File: config.mk
export PLATFORM = sky130hd
export DESIGN_NAME = safe_controller_flat
export DESIGN_NICKNAME = d
export VERILOG_FILES = /design/src/rtl/safe_pkg.sv /design/src/rtl/safe_controller_if.sv /design/src/rtl/keypad_decoder.sv /design/src/rtl/safe_controller.sv /design/src/flat_wrapper.sv
export SDC_FILE = /design/constraint.sdc
export NUM_CORES = 1
export LEC_CHECK = 0
export CORE_ASPECT_RATIO = 1.4
export CORE_MARGIN = 10
export CORE_UTILIZATION = 25
export DETAILED_ROUTE_END_ITERATION = 16
export PLACE_DENSITY = 0.38
export REMOVE_ABC_BUFFERS = 1
export SYNTH_ARGS = -nofsm -noshare
export SYNTH_HDL_FRONTEND = slang
export SYNTH_HIERARCHICAL = 1
export SYNTH_SLANG_ARGS = --single-unit
File: constraint.sdc
create_clock -name clk -period 7.8 [get_ports clk]
set_input_delay 0.78 -clock clk [delete_from_list [all_inputs] [get_ports clk]]
set_output_delay 0.78 -clock clk [all_outputs]
set_load 0.05 [all_outputs]
File: src/rtl/safe_pkg.sv
`default_nettype none
// ============================================================================
// Module   : safe_pkg
// Brief    : Shared state encoding, key codes and sizing for the safe lock.
// Revision : 1.0
// ============================================================================
package safe_pkg;

   typedef enum logic [2:0] {
      ST_OFF      = 3'd0,
      ST_LOCKED   = 3'd1,
      ST_UNLOCKED = 3'd2,
      ST_SETPW    = 3'd3,
      ST_LOCKOUT  = 3'd4
   } state_t;

   localparam logic [3:0] KEY_STAR  = 4'hA;
   localparam logic [3:0] KEY_SHARP = 4'hB;
   localparam logic [3:0] KEY_NONE  = 4'hF;

   localparam int PW_DIGITS         = 6;
   localparam int LOCKOUT_LIMIT_DEF = 3;

   function automatic logic is_digit(input logic [3:0] code);
      return (code <= 4'd9);
   endfunction

endpackage
`default_nettype wire

File: src/rtl/safe_controller_if.sv
`default_nettype none
// ============================================================================
// Module   : safe_controller_if
// Brief    : Keypad, mode-request and status signals of the safe controller.
// Revision : 1.0
// ============================================================================
interface safe_controller_if;
   logic       row1, row2, row3, row4;
   logic       col1, col2, col3;
   logic       reset_password;
   logic       initialize;
   logic [5:0] password_led;
   logic [2:0] state;

   modport master (
      output row1, row2, row3, row4, col1, col2, col3, reset_password, initialize,
      input  password_led, state
   );

   modport slave (
      input  row1, row2, row3, row4, col1, col2, col3, reset_password, initialize,
      output password_led, state
   );
endinterface
`default_nettype wire

File: src/rtl/keypad_decoder.sv
`default_nettype none
// ============================================================================
// Module   : keypad_decoder
// Brief    : Synchronizes keypad/mode inputs, decodes one key, emits press edge.
// Revision : 1.0
// ============================================================================
module keypad_decoder
   import safe_pkg::*;
(
   input  wire logic       clk,
   input  wire logic       rst_n,
   input  wire logic [3:0] rows,
   input  wire logic [2:0] cols,
   input  wire logic       reset_password,
   input  wire logic       initialize,
   output logic [3:0]      code,
   output logic            key_event,
   output logic            reset_password_s,
   output logic            initialize_s
);

   logic [8:0] r_meta;
   logic [8:0] r_sync;
   logic [3:0] r_prev_code;
   logic [3:0] w_code;
   logic [3:0] w_rows;
   logic [2:0] w_cols;

   always_ff @(posedge clk or negedge rst_n) begin
      if (!rst_n) begin
         r_meta      <= '0;
         r_sync      <= '0;
         r_prev_code <= KEY_NONE;
      end else begin
         r_meta      <= {initialize, reset_password, cols, rows};
         r_sync      <= r_meta;
         r_prev_code <= w_code;
      end
   end

   assign w_rows = r_sync[3:0];
   assign w_cols = r_sync[6:4];

   // Only exact single-row/single-column patterns match; anything else is NONE.
   always_comb begin
      w_code = KEY_NONE;
      case ({w_rows, w_cols})
         7'b0001_001: w_code = 4'd1;
         7'b0001_010: w_code = 4'd2;
         7'b0001_100: w_code = 4'd3;
         7'b0010_001: w_code = 4'd4;
         7'b0010_010: w_code = 4'd5;
         7'b0010_100: w_code = 4'd6;
         7'b0100_001: w_code = 4'd7;
         7'b0100_010: w_code = 4'd8;
         7'b0100_100: w_code = 4'd9;
         7'b1000_001: w_code = KEY_STAR;
         7'b1000_010: w_code = 4'd0;
         7'b1000_100: w_code = KEY_SHARP;
         default:     w_code = KEY_NONE;
      endcase
   end

   assign code             = w_code;
   assign key_event        = (w_code != KEY_NONE) && (r_prev_code == KEY_NONE);
   assign reset_password_s = r_sync[7];
   assign initialize_s     = r_sync[8];

endmodule
`default_nettype wire

File: src/rtl/safe_controller.sv
`default_nettype none
// ============================================================================
// Module   : safe_controller
// Brief    : Keypad-driven 6-digit safe lock FSM; SAFE_LOCKOUT_EN adds lockout.
// Revision : 1.0
// ============================================================================
module safe_controller
   import safe_pkg::*;
#(
   parameter logic [23:0] DEFAULT_PW    = 24'h000000,
   parameter int          LOCKOUT_LIMIT = LOCKOUT_LIMIT_DEF
)(
   input  wire logic        clk,
   input  wire logic        rst_n,
   safe_controller_if.slave bus
);

   logic [3:0]  w_code;
   logic        w_event;
   logic        w_rstpw;
   logic        w_init;
   logic        w_star;
   logic        w_sharp;
   logic        w_digit;

   state_t      r_state, w_state_nxt;
   logic [23:0] r_buf, w_buf_nxt;
   logic [23:0] r_pw, w_pw_nxt;
   logic [2:0]  r_cnt, w_cnt_nxt;
   logic [5:0]  w_led;

   keypad_decoder u_decoder (
      .clk              (clk),
      .rst_n            (rst_n),
      .rows             ({bus.row4, bus.row3, bus.row2, bus.row1}),
      .cols             ({bus.col3, bus.col2, bus.col1}),
      .reset_password   (bus.reset_password),
      .initialize       (bus.initialize),
      .code             (w_code),
      .key_event        (w_event),
      .reset_password_s (w_rstpw),
      .initialize_s     (w_init)
   );

   assign w_star  = w_event && (w_code == KEY_STAR);
   assign w_sharp = w_event && (w_code == KEY_SHARP);
   assign w_digit = w_event && is_digit(w_code) && (r_cnt < 3'(PW_DIGITS));

`ifdef SAFE_LOCKOUT_EN
   localparam int FAIL_W = $clog2(LOCKOUT_LIMIT + 1);
   logic [FAIL_W-1:0] r_fail, w_fail_nxt;
`else
   // LOCKOUT_LIMIT has no effect without the lockout build.
   if (LOCKOUT_LIMIT < 1) begin : g_limit_unused
   end
`endif

   always_ff @(posedge clk or negedge rst_n) begin
      if (!rst_n) r_state <= ST_OFF;
      else        r_state <= w_state_nxt;
   end

   always_ff @(posedge clk or negedge rst_n) begin
      if (!rst_n) begin
         r_buf  <= '0;
         r_pw   <= DEFAULT_PW;
         r_cnt  <= '0;
`ifdef SAFE_LOCKOUT_EN
         r_fail <= '0;
`endif
      end else begin
         r_buf  <= w_buf_nxt;
         r_pw   <= w_pw_nxt;
         r_cnt  <= w_cnt_nxt;
`ifdef SAFE_LOCKOUT_EN
         r_fail <= w_fail_nxt;
`endif
      end
   end

   always_comb begin
      w_state_nxt = r_state;
      w_buf_nxt   = r_buf;
      w_cnt_nxt   = r_cnt;
      w_pw_nxt    = r_pw;
`ifdef SAFE_LOCKOUT_EN
      w_fail_nxt  = r_fail;
`endif
      if (w_init) begin
         w_pw_nxt  = DEFAULT_PW;
         w_buf_nxt = '0;
         w_cnt_nxt = '0;
`ifdef SAFE_LOCKOUT_EN
         w_fail_nxt = '0;
`endif
         case (r_state)
            ST_LOCKED, ST_UNLOCKED, ST_SETPW, ST_LOCKOUT: w_state_nxt = ST_LOCKED;
            default:                                      w_state_nxt = ST_OFF;
         endcase
      end else begin
         case (r_state)
            ST_OFF: begin
               if (w_sharp) begin
                  w_state_nxt = ST_LOCKED;
                  w_buf_nxt   = '0;
                  w_cnt_nxt   = '0;
               end
            end
            ST_LOCKED: begin
               if (w_sharp) begin
                  w_state_nxt = ST_OFF;
                  w_buf_nxt   = '0;
                  w_cnt_nxt   = '0;
               end else if (w_star) begin
                  w_buf_nxt = '0;
                  w_cnt_nxt = '0;
                  if ((r_cnt == 3'(PW_DIGITS)) && (r_buf == r_pw)) begin
                     w_state_nxt = ST_UNLOCKED;
`ifdef SAFE_LOCKOUT_EN
                     w_fail_nxt  = '0;
                  end else begin
                     w_fail_nxt = r_fail + 1'b1;
                     if (r_fail >= FAIL_W'(LOCKOUT_LIMIT - 1)) w_state_nxt = ST_LOCKOUT;
`endif
                  end
               end else if (w_digit) begin
                  w_buf_nxt = {r_buf[19:0], w_code};
                  w_cnt_nxt = r_cnt + 3'd1;
               end
            end
            ST_UNLOCKED: begin
               if (w_sharp) begin
                  w_state_nxt = ST_OFF;
                  w_buf_nxt   = '0;
                  w_cnt_nxt   = '0;
               end else if (w_rstpw) begin
                  w_state_nxt = ST_SETPW;
                  w_buf_nxt   = '0;
                  w_cnt_nxt   = '0;
               end else if (w_star) begin
                  w_state_nxt = ST_LOCKED;
                  w_buf_nxt   = '0;
                  w_cnt_nxt   = '0;
               end
            end
            ST_SETPW: begin
               if (w_sharp) begin
                  w_state_nxt = ST_OFF;
                  w_buf_nxt   = '0;
                  w_cnt_nxt   = '0;
               end else if (w_star) begin
                  if (r_cnt == 3'(PW_DIGITS)) begin
                     w_pw_nxt    = r_buf;
                     w_state_nxt = ST_UNLOCKED;
                  end
                  w_buf_nxt = '0;
                  w_cnt_nxt = '0;
               end else if (w_digit) begin
                  w_buf_nxt = {r_buf[19:0], w_code};
                  w_cnt_nxt = r_cnt + 3'd1;
               end
            end
`ifdef SAFE_LOCKOUT_EN
            ST_LOCKOUT: ;
`endif
            default: begin
               w_state_nxt = ST_OFF;
               w_buf_nxt   = '0;
               w_cnt_nxt   = '0;
            end
         endcase
      end
   end

   always_comb begin
      w_led = '0;
      if ((r_state == ST_LOCKED) || (r_state == ST_SETPW)) begin
         for (int i = 0; i < PW_DIGITS; i++) w_led[i] = (r_cnt > 3'(i));
      end
   end

   assign bus.password_led = w_led;
   assign bus.state        = r_state;

endmodule
`default_nettype wire

File: src/flat_wrapper.sv
// flat-port wrapper written by rule: the top's interface ports become plain ports
module safe_controller_flat import safe_pkg::*;
#(
   parameter logic [23:0] DEFAULT_PW    = 24'h000000,
   parameter int          LOCKOUT_LIMIT = LOCKOUT_LIMIT_DEF
)
  (clk, rst_n, bus_row1, bus_row2, bus_row3, bus_row4, bus_col1, bus_col2, bus_col3, bus_reset_password, bus_initialize, bus_password_led, bus_state);
  safe_controller_if bus_i ();
  input  wire logic clk;
  input  wire logic rst_n;
  input wire logic [$bits(bus_i.row1)-1:0] bus_row1;
  input wire logic [$bits(bus_i.row2)-1:0] bus_row2;
  input wire logic [$bits(bus_i.row3)-1:0] bus_row3;
  input wire logic [$bits(bus_i.row4)-1:0] bus_row4;
  input wire logic [$bits(bus_i.col1)-1:0] bus_col1;
  input wire logic [$bits(bus_i.col2)-1:0] bus_col2;
  input wire logic [$bits(bus_i.col3)-1:0] bus_col3;
  input wire logic [$bits(bus_i.reset_password)-1:0] bus_reset_password;
  input wire logic [$bits(bus_i.initialize)-1:0] bus_initialize;
  output wire logic [$bits(bus_i.password_led)-1:0] bus_password_led;
  output wire logic [$bits(bus_i.state)-1:0] bus_state;
  assign bus_i.row1 = bus_row1;
  assign bus_i.row2 = bus_row2;
  assign bus_i.row3 = bus_row3;
  assign bus_i.row4 = bus_row4;
  assign bus_i.col1 = bus_col1;
  assign bus_i.col2 = bus_col2;
  assign bus_i.col3 = bus_col3;
  assign bus_i.reset_password = bus_reset_password;
  assign bus_i.initialize = bus_initialize;
  assign bus_password_led = bus_i.password_led;
  assign bus_state = bus_i.state;
  safe_controller #(.DEFAULT_PW(DEFAULT_PW), .LOCKOUT_LIMIT(LOCKOUT_LIMIT)) u_core (.clk(clk), .rst_n(rst_n), .bus(bus_i));
endmodule
# [Yosys cells after proc, flatten, opt, wreduce, memory -nomap -nowiden]
# Index checks and enable logic that the tools add are counted.
[word_totals] reg_bits=76 in_bits=11 wordCells=100
[classes] addsub=1 order_cmp=8 n_eq_ne=30 mux=38 n_reduce_logical=16
[ops] op="two-way mux 24 bit" count=13
[ops] op="one-hot mux 24 bit (3 select lines)" count=1
[ops] op="two-way mux 3 bit" count=19
[ops] op="one-hot mux 4 bit (12 select lines)" count=1
[ops] op="== test 24 bit" count=1
[ops] op="== test 7 x 4 -> 1 bit (second input constant)" count=3
[ops] op="== test 7 x 5 -> 1 bit (second input constant)" count=3
[ops] op="== test 7 x 6 -> 1 bit (second input constant)" count=3
[ops] op="== test 7 bit (second input constant)" count=3
[ops] op="inequality test 4 x 2 -> 1 bit (second input constant)" count=4
[ops] op="== test 4 bit (second input constant)" count=3
[ops] op="one-hot mux 3 bit (4 select lines)" count=1
[ops] op="one-hot mux 3 bit (3 select lines)" count=1
[ops] op="== test 3 x 2 -> 1 bit (second input constant)" count=2
[ops] op="== test 3 bit (second input constant)" count=2
[ops] op="greater-than comparator 3 x 1 -> 1 bit (second input constant)" count=2
[ops] op="greater-than comparator 3 x 2 -> 1 bit (second input constant)" count=2
[ops] op="greater-than comparator 3 bit (second input constant)" count=2
[ops] op="logical AND 1 bit" count=6
[ops] op="two-way mux 6 bit" count=1
[ops] op="AND reduction 6 bit" count=1
[ops] op="nonzero test 2 bit" count=3
[ops] op="inequality test 5 x 1 -> 1 bit (second input constant)" count=1
[ops] op="inequality test 5 x 3 -> 1 bit (second input constant)" count=1
[ops] op="other kinds (14)" count=14

# [Longest topological paths before layout]
[logic_depth] ltp_word=11 depth_mapped=13 mapped_depth_nobuf=9

# [Cells and area by module]
# Netlist, hierarchy kept.
[modules_own_cells] module="safe_controller" n_inst=1 cells_each=227 area_each_um2=2626.3 seq_area_each_um2=1326.3
[modules_own_cells] module="keypad_decoder" n_inst=1 cells_each=91 area_each_um2=1076.0 seq_area_each_um2=555.5

# [Least setup slack after synthesis]
# No wires, ideal clock.
[synth_path] kind="register to output" start="register u_core.r_state[0] (netlist: u_core/bus.state[0])" end="output port bus_password_led[3]" t_arrival_ns=2.545 required_ns=7.020 path_slack_ns=4.475 stages_incl_launch_ff=4 cell_sequence="dfrtp_1 clkbuf_1 nor2b_1 nor2b_1"
[synth_between] elab_chain_len=3 elab_cells_between_ends=4
[synth_rtl] item="start, declared" line="safe_controller.sv:26" rtl="state_t r_state, w_state_nxt;"
[synth_rtl] item="start signal, assigned" line="safe_controller.sv:60" rtl="else r_state <= w_state_nxt;"
[synth_rtl] item="== test 3 x 1 -> 1 bit / == test 3 x 2 -> 1 bit (equally long branches)" line="safe_controller.sv:177" rtl="if ((r_state == ST_LOCKED) || (r_state == ST_SETPW)) begin"
[synth_rtl] item="logical OR 1 bit (*)" line="safe_controller.sv:177"
[synth_rtl] item="two-way mux 6 bit (*)" line="safe_controller.sv:177"
[synth_rtl] item="end, declared" line="flat_wrapper.sv:20" rtl="output wire logic [$bits(bus_i.password_led)-1:0] bus_password_led;"
# Mark *: on every way between the ends. The rest lies on a longest branch, timed or not.

# [Worst setup path in the final report]
[layout_path] start="register u_core.u_decoder.r_sync[5]" end="register u_core.r_cnt[0]"
[layout_between] elab_chain_len=9 elab_cells_between_ends=31
[layout_rtl] item="start, declared" line="keypad_decoder.sv:23" rtl="logic [8:0] r_sync;"
[layout_rtl] item="start signal, assigned" line="keypad_decoder.sv:36" rtl="r_sync <= r_meta;"
[layout_rtl] item="== test 7 bit (tied with other cells)" line="keypad_decoder.sv:47" rtl="case ({w_rows, w_cols})"
[layout_rtl] item="one-hot mux 4 bit (12 select lines) (*)" line="keypad_decoder.sv:47"
[layout_rtl] item="via u_core.w_code[3]" line="safe_controller.sv:18" rtl="logic [3:0] w_code;"
[layout_rtl] item="inequality test 4 bit" line="keypad_decoder.sv:65" rtl="assign key_event = (w_code != KEY_NONE) && (r_prev_code == KEY_NONE);"
[layout_rtl] item="logical AND 1 bit" line="keypad_decoder.sv:65"
[layout_rtl] item="logical AND 1 bit" line="safe_controller.sv:45" rtl="assign w_star = w_event && (w_code == KEY_STAR);"
[layout_rtl] item="two-way mux 3 bit" line="safe_controller.sv:151" rtl="end else if (w_star) begin"
[layout_rtl] item="two-way mux 3 bit" line="safe_controller.sv:147" rtl="if (w_sharp) begin"
[layout_rtl] item="one-hot mux 3 bit (3 select lines)" line="safe_controller.sv:101" rtl="case (r_state)"
[layout_rtl] item="two-way mux 3 bit" line="safe_controller.sv:89" rtl="if (w_init) begin"
[layout_rtl] item="end signal, assigned" line="safe_controller.sv:74" rtl="r_cnt <= w_cnt_nxt;"
[layout_rtl] item="end, declared" line="safe_controller.sv:29" rtl="logic [2:0] r_cnt, w_cnt_nxt;"
# The timed path passes the listed nets; every way through them passes the cells marked *.
# A chain may end at the register's enable or synchronous reset.

==> summary.md <==
| Metric | Value |
|---|---|
| Worst hold path class | `register to register` |
| Hold-fix buffers, CTS | `0` |
| Starting density of the core | `between 20% and 30%` |
| DRC errors left | `0` |
| Cell count after synthesis | `roughly 320` |
| Cell variety after synth | `about 60` |
| Post-CTS Resized | `0` |
| Die W | `~120 um` |
| Num CTS Buffers | `9` |
| Top cells by area, synth | `dfrtp_1 (48%), mux2i_1 (6.8%), a22o_1 (5.9%)` |
| Hold_ws | `around 0.35 ns` |
| Mean area per synthesized cell | `about 12 um2` |
| Leading area contributor after synthesis | `dfrtp_1` |
| Clk root buf | `clkbuf_16` |
| Synth-to-layout area growth | `16.6%` |
| Vias per cell | `between 4 and 5` |
| DR top layer | `met4` |
| Fin Clk Skew | `between 0.008 and 0.009 ns` |
| Met2 wire length | `around 4.3 mm` |
| Met3 Wirelength | `roughly 260 um` |
| First-pass GRT wire length | `13.9 mm` |
| Tmin final | `~3.5 ns` |
| Io pins | `20` |
| Die area | `about 20000 um2` |
| Slew Limit Headroom | `31.0%` |
| Post-detail-place hpwl | `between 5 and 6 mm` |
| DR vias | `about 2500` |
| Filler Cell Count | `1488` |
| Leak Pwr | `between 1.5 and 2 nW` |
| Startpoint Class | `register` |
| Worst-Margin Slew | `approximately 1.0 ns` |
| All-Layer GR Usage | `around 8.9%` |
| Post-CTS Setup Repair Bufs | `0` |
| Setup_tns | `0 ns` |
| Antenna diodes | `0` |
| Tot Pwr | `about 0.96 mW` |
| Pre-antenna DRT Iters | `4` |
| WL/cell | `16.0 um` |
| Maximum capacitance violations | `0` |
| Ratio of cells with drive above 1 in the final layout | `about an eighth` |
| Status | `completed` |
| Met1 WL | `3.65 mm` |
| Pwr/cell area | `~220 nW/um2` |
| Drt total wl | `about 8.4 mm` |
| Slew Limit Fails | `0` |
| CP arrival | `between 3 and 4 ns` |
| Synthesized area | `about 3700 um2` |
| GPL Wtd Cong | `approximately 0.84` |
| Nets@finish | `roughly 340` |
| Synth Register Bits | `75` |
| Top post-synthesis cells by count | `dfrtp_1 (71), nor2_1 (37), a22o_1 (25), mux2i_1 (25), xnor2_1 (15)` |
| Peak VDD IR | `between 0.09 and 0.1 mV` |
| Placed Instance Area | `~4000 um2` |
| Non-Filler Instances | `roughly 520` |
| Final setup viols | `0` |
| Post-synth EDFFs | `0` |
| Clock buffer depth | `2` |
| H-tree depth | `3` |
| Dominant synthesized flop cell | `dfrtp_1` |
| Largest net degree at the start of global routing | `76` |
| DIE HEIGHT | `~160 um` |
| Row Count | `52` |
| Post-synth top area share | `between 40% and 50%` |
| Period utilization | `~45%` |
| Core Region | `approximately 15000 um2` |
| DRT iter0 DRCs | `around 180` |
| Vias in the first global route | `2498` |
| Post-route ant nets | `0` |
| Cell area after layout | `~4300 um2` |
| Worst-path maximum fanout | `26` |
| Max Clk Rate | `approximately 0.29 GHz` |
| # clock sinks | `75` |
| Worst endpoint required time | `~8 ns` |
| Antenna violations before repair | `0` |
| Final Hold Fails | `0` |
| Clk pin slew, worst setup/hold paths | `0.06 ns` |
| Total grt overflow | `0` |
| IO Port Bufs | `18` |
| Clk_lat worst skew | `0.33 ns` |
| CP endpoint kind | `register` |
| RSZ-0062 raised after global routing | `false` |
| Post-synthesis sequential area ratio | `approximately half` |
| CTS tree | `done` |
| Critical path type | `register to register` |
| Top-count cell post-synth | `dfrtp_1` |
| Asr flop ratio synth | `between 90% and 100%` |
| Ys Warns | `6` |
| Placed insts | `roughly 510` |
==> placed cells by master, fill, tap and decap left out, drive strengths merged, types with 7 or more instances in the layout <==
master	n
mux2i	25
clkbuf	10
clkdlybuf4s50	17
a22o	25
nand2	7
xnor2	15
nor2	37
dfrtp	71
xor2	14
o21ai	12
inv	7
==> through the flow <==
step / setup slack, ns / util (%)
detailed placement: 4.28 / 27.4
global placement: 4.36 / 27.4
global route: 3.97 / 29.7
CTS: 4.24 / 29.7
floorplan: 4.41 / -
finish: 4.29 / 29.7
==> area by class of cell <==
class | instances | area (um2) | share of cell area [%]
flip-flops and latches | 75 | 1880 | 43.6
multi-input cells | 217 | 1640 | 38.1
clock buffers | 10 | 239 | 5.54
well taps | 189 | 236 | 5.48
repair buffers | 21 | 200 | 4.64
clock inverters | 6 | 95.1 | 2.20
inverters | 5 | 18.8 | 0.435
==> critical path: stages (launching register included) <==
cell and delay [ns]:
dfrtp_1 0.69, and4bb_2 0.31, o21ai_2 0.16, o221ai_2 0.14
o2bb2ai_1 0.38, and4b_1 0.41, a21oi_2 0.11, o21a_1 0.23
a31o_1 0.53, mux2_2 0.43
==> flip-flops by register name, indices dropped and copies added (netlist names) <==
name,cells
u_core/bus.state,2
u_core/r_buf,24
u_core/r_cnt,3
u_core/r_pw,24
u_core/u_decoder/r_meta,9
u_core/u_decoder/r_prev_code,4
u_core/u_decoder/r_sync,9
==> worst paths after layout <==
kind | end | slack (ns) | from | depth (start not counted)
max | u_core/r_cnt[0] | 4.29 | u_core/u_decoder/r_sync[5] | 9
min | u_core/u_decoder/r_sync[3] | 0.35 | u_core/u_decoder/r_meta[3] | 0
max reg2reg | u_core/r_cnt[0] | 4.29 | u_core/u_decoder/r_sync[5] | 9
min reg2reg | u_core/u_decoder/r_sync[3] | 0.35 | u_core/u_decoder/r_meta[3] | 0
max in group asynchronous | u_core/r_pw[5] | 6.56 | rst_n | 1
min in group asynchronous | u_core/r_pw[18] | 0.59 | rst_n | 1
==> logic make-up (layout without fill, tap and decap cells) <==
logic type                 count (synthesis)  count (layout)  synth area share [%]
and+or+nand+nor                           90              90                  14.6
DFF                                       75              75                  50.8
AOI/OAI and AO/OA                         66              66                  14.1
xor gates and xnor gates                  29              29                  6.86
muxes                                     27              27                  7.37
buffers and inverters                     26              42                  4.77
adders and majority gates                  4               4                  1.35
other                                      1               1                 0.101
==> routing by layer <==
| metal | up-vias | GRT usage [%] |
|---|---|---|
| li1 | 1166 | - |
| met1 | 1250 | 10.7 |
| met2 | 48 | 14.3 |
| met3 | 17 | 2.58 |
| met4 | 0 | 4.08 |
| met5 | - | 0 |
==> report_power, final <==
group | switching (mW) | total (mW) | leakage [nW] | internal [mW]
Clock | 0.169 | 0.461 | 0.164 | 0.292
Combinational | 0.0575 | 0.0875 | 0.639 | 0.0300
Sequential | 0.0174 | 0.415 | 0.993 | 0.398
Note: power is estimated with default switching activity, not from simulation.
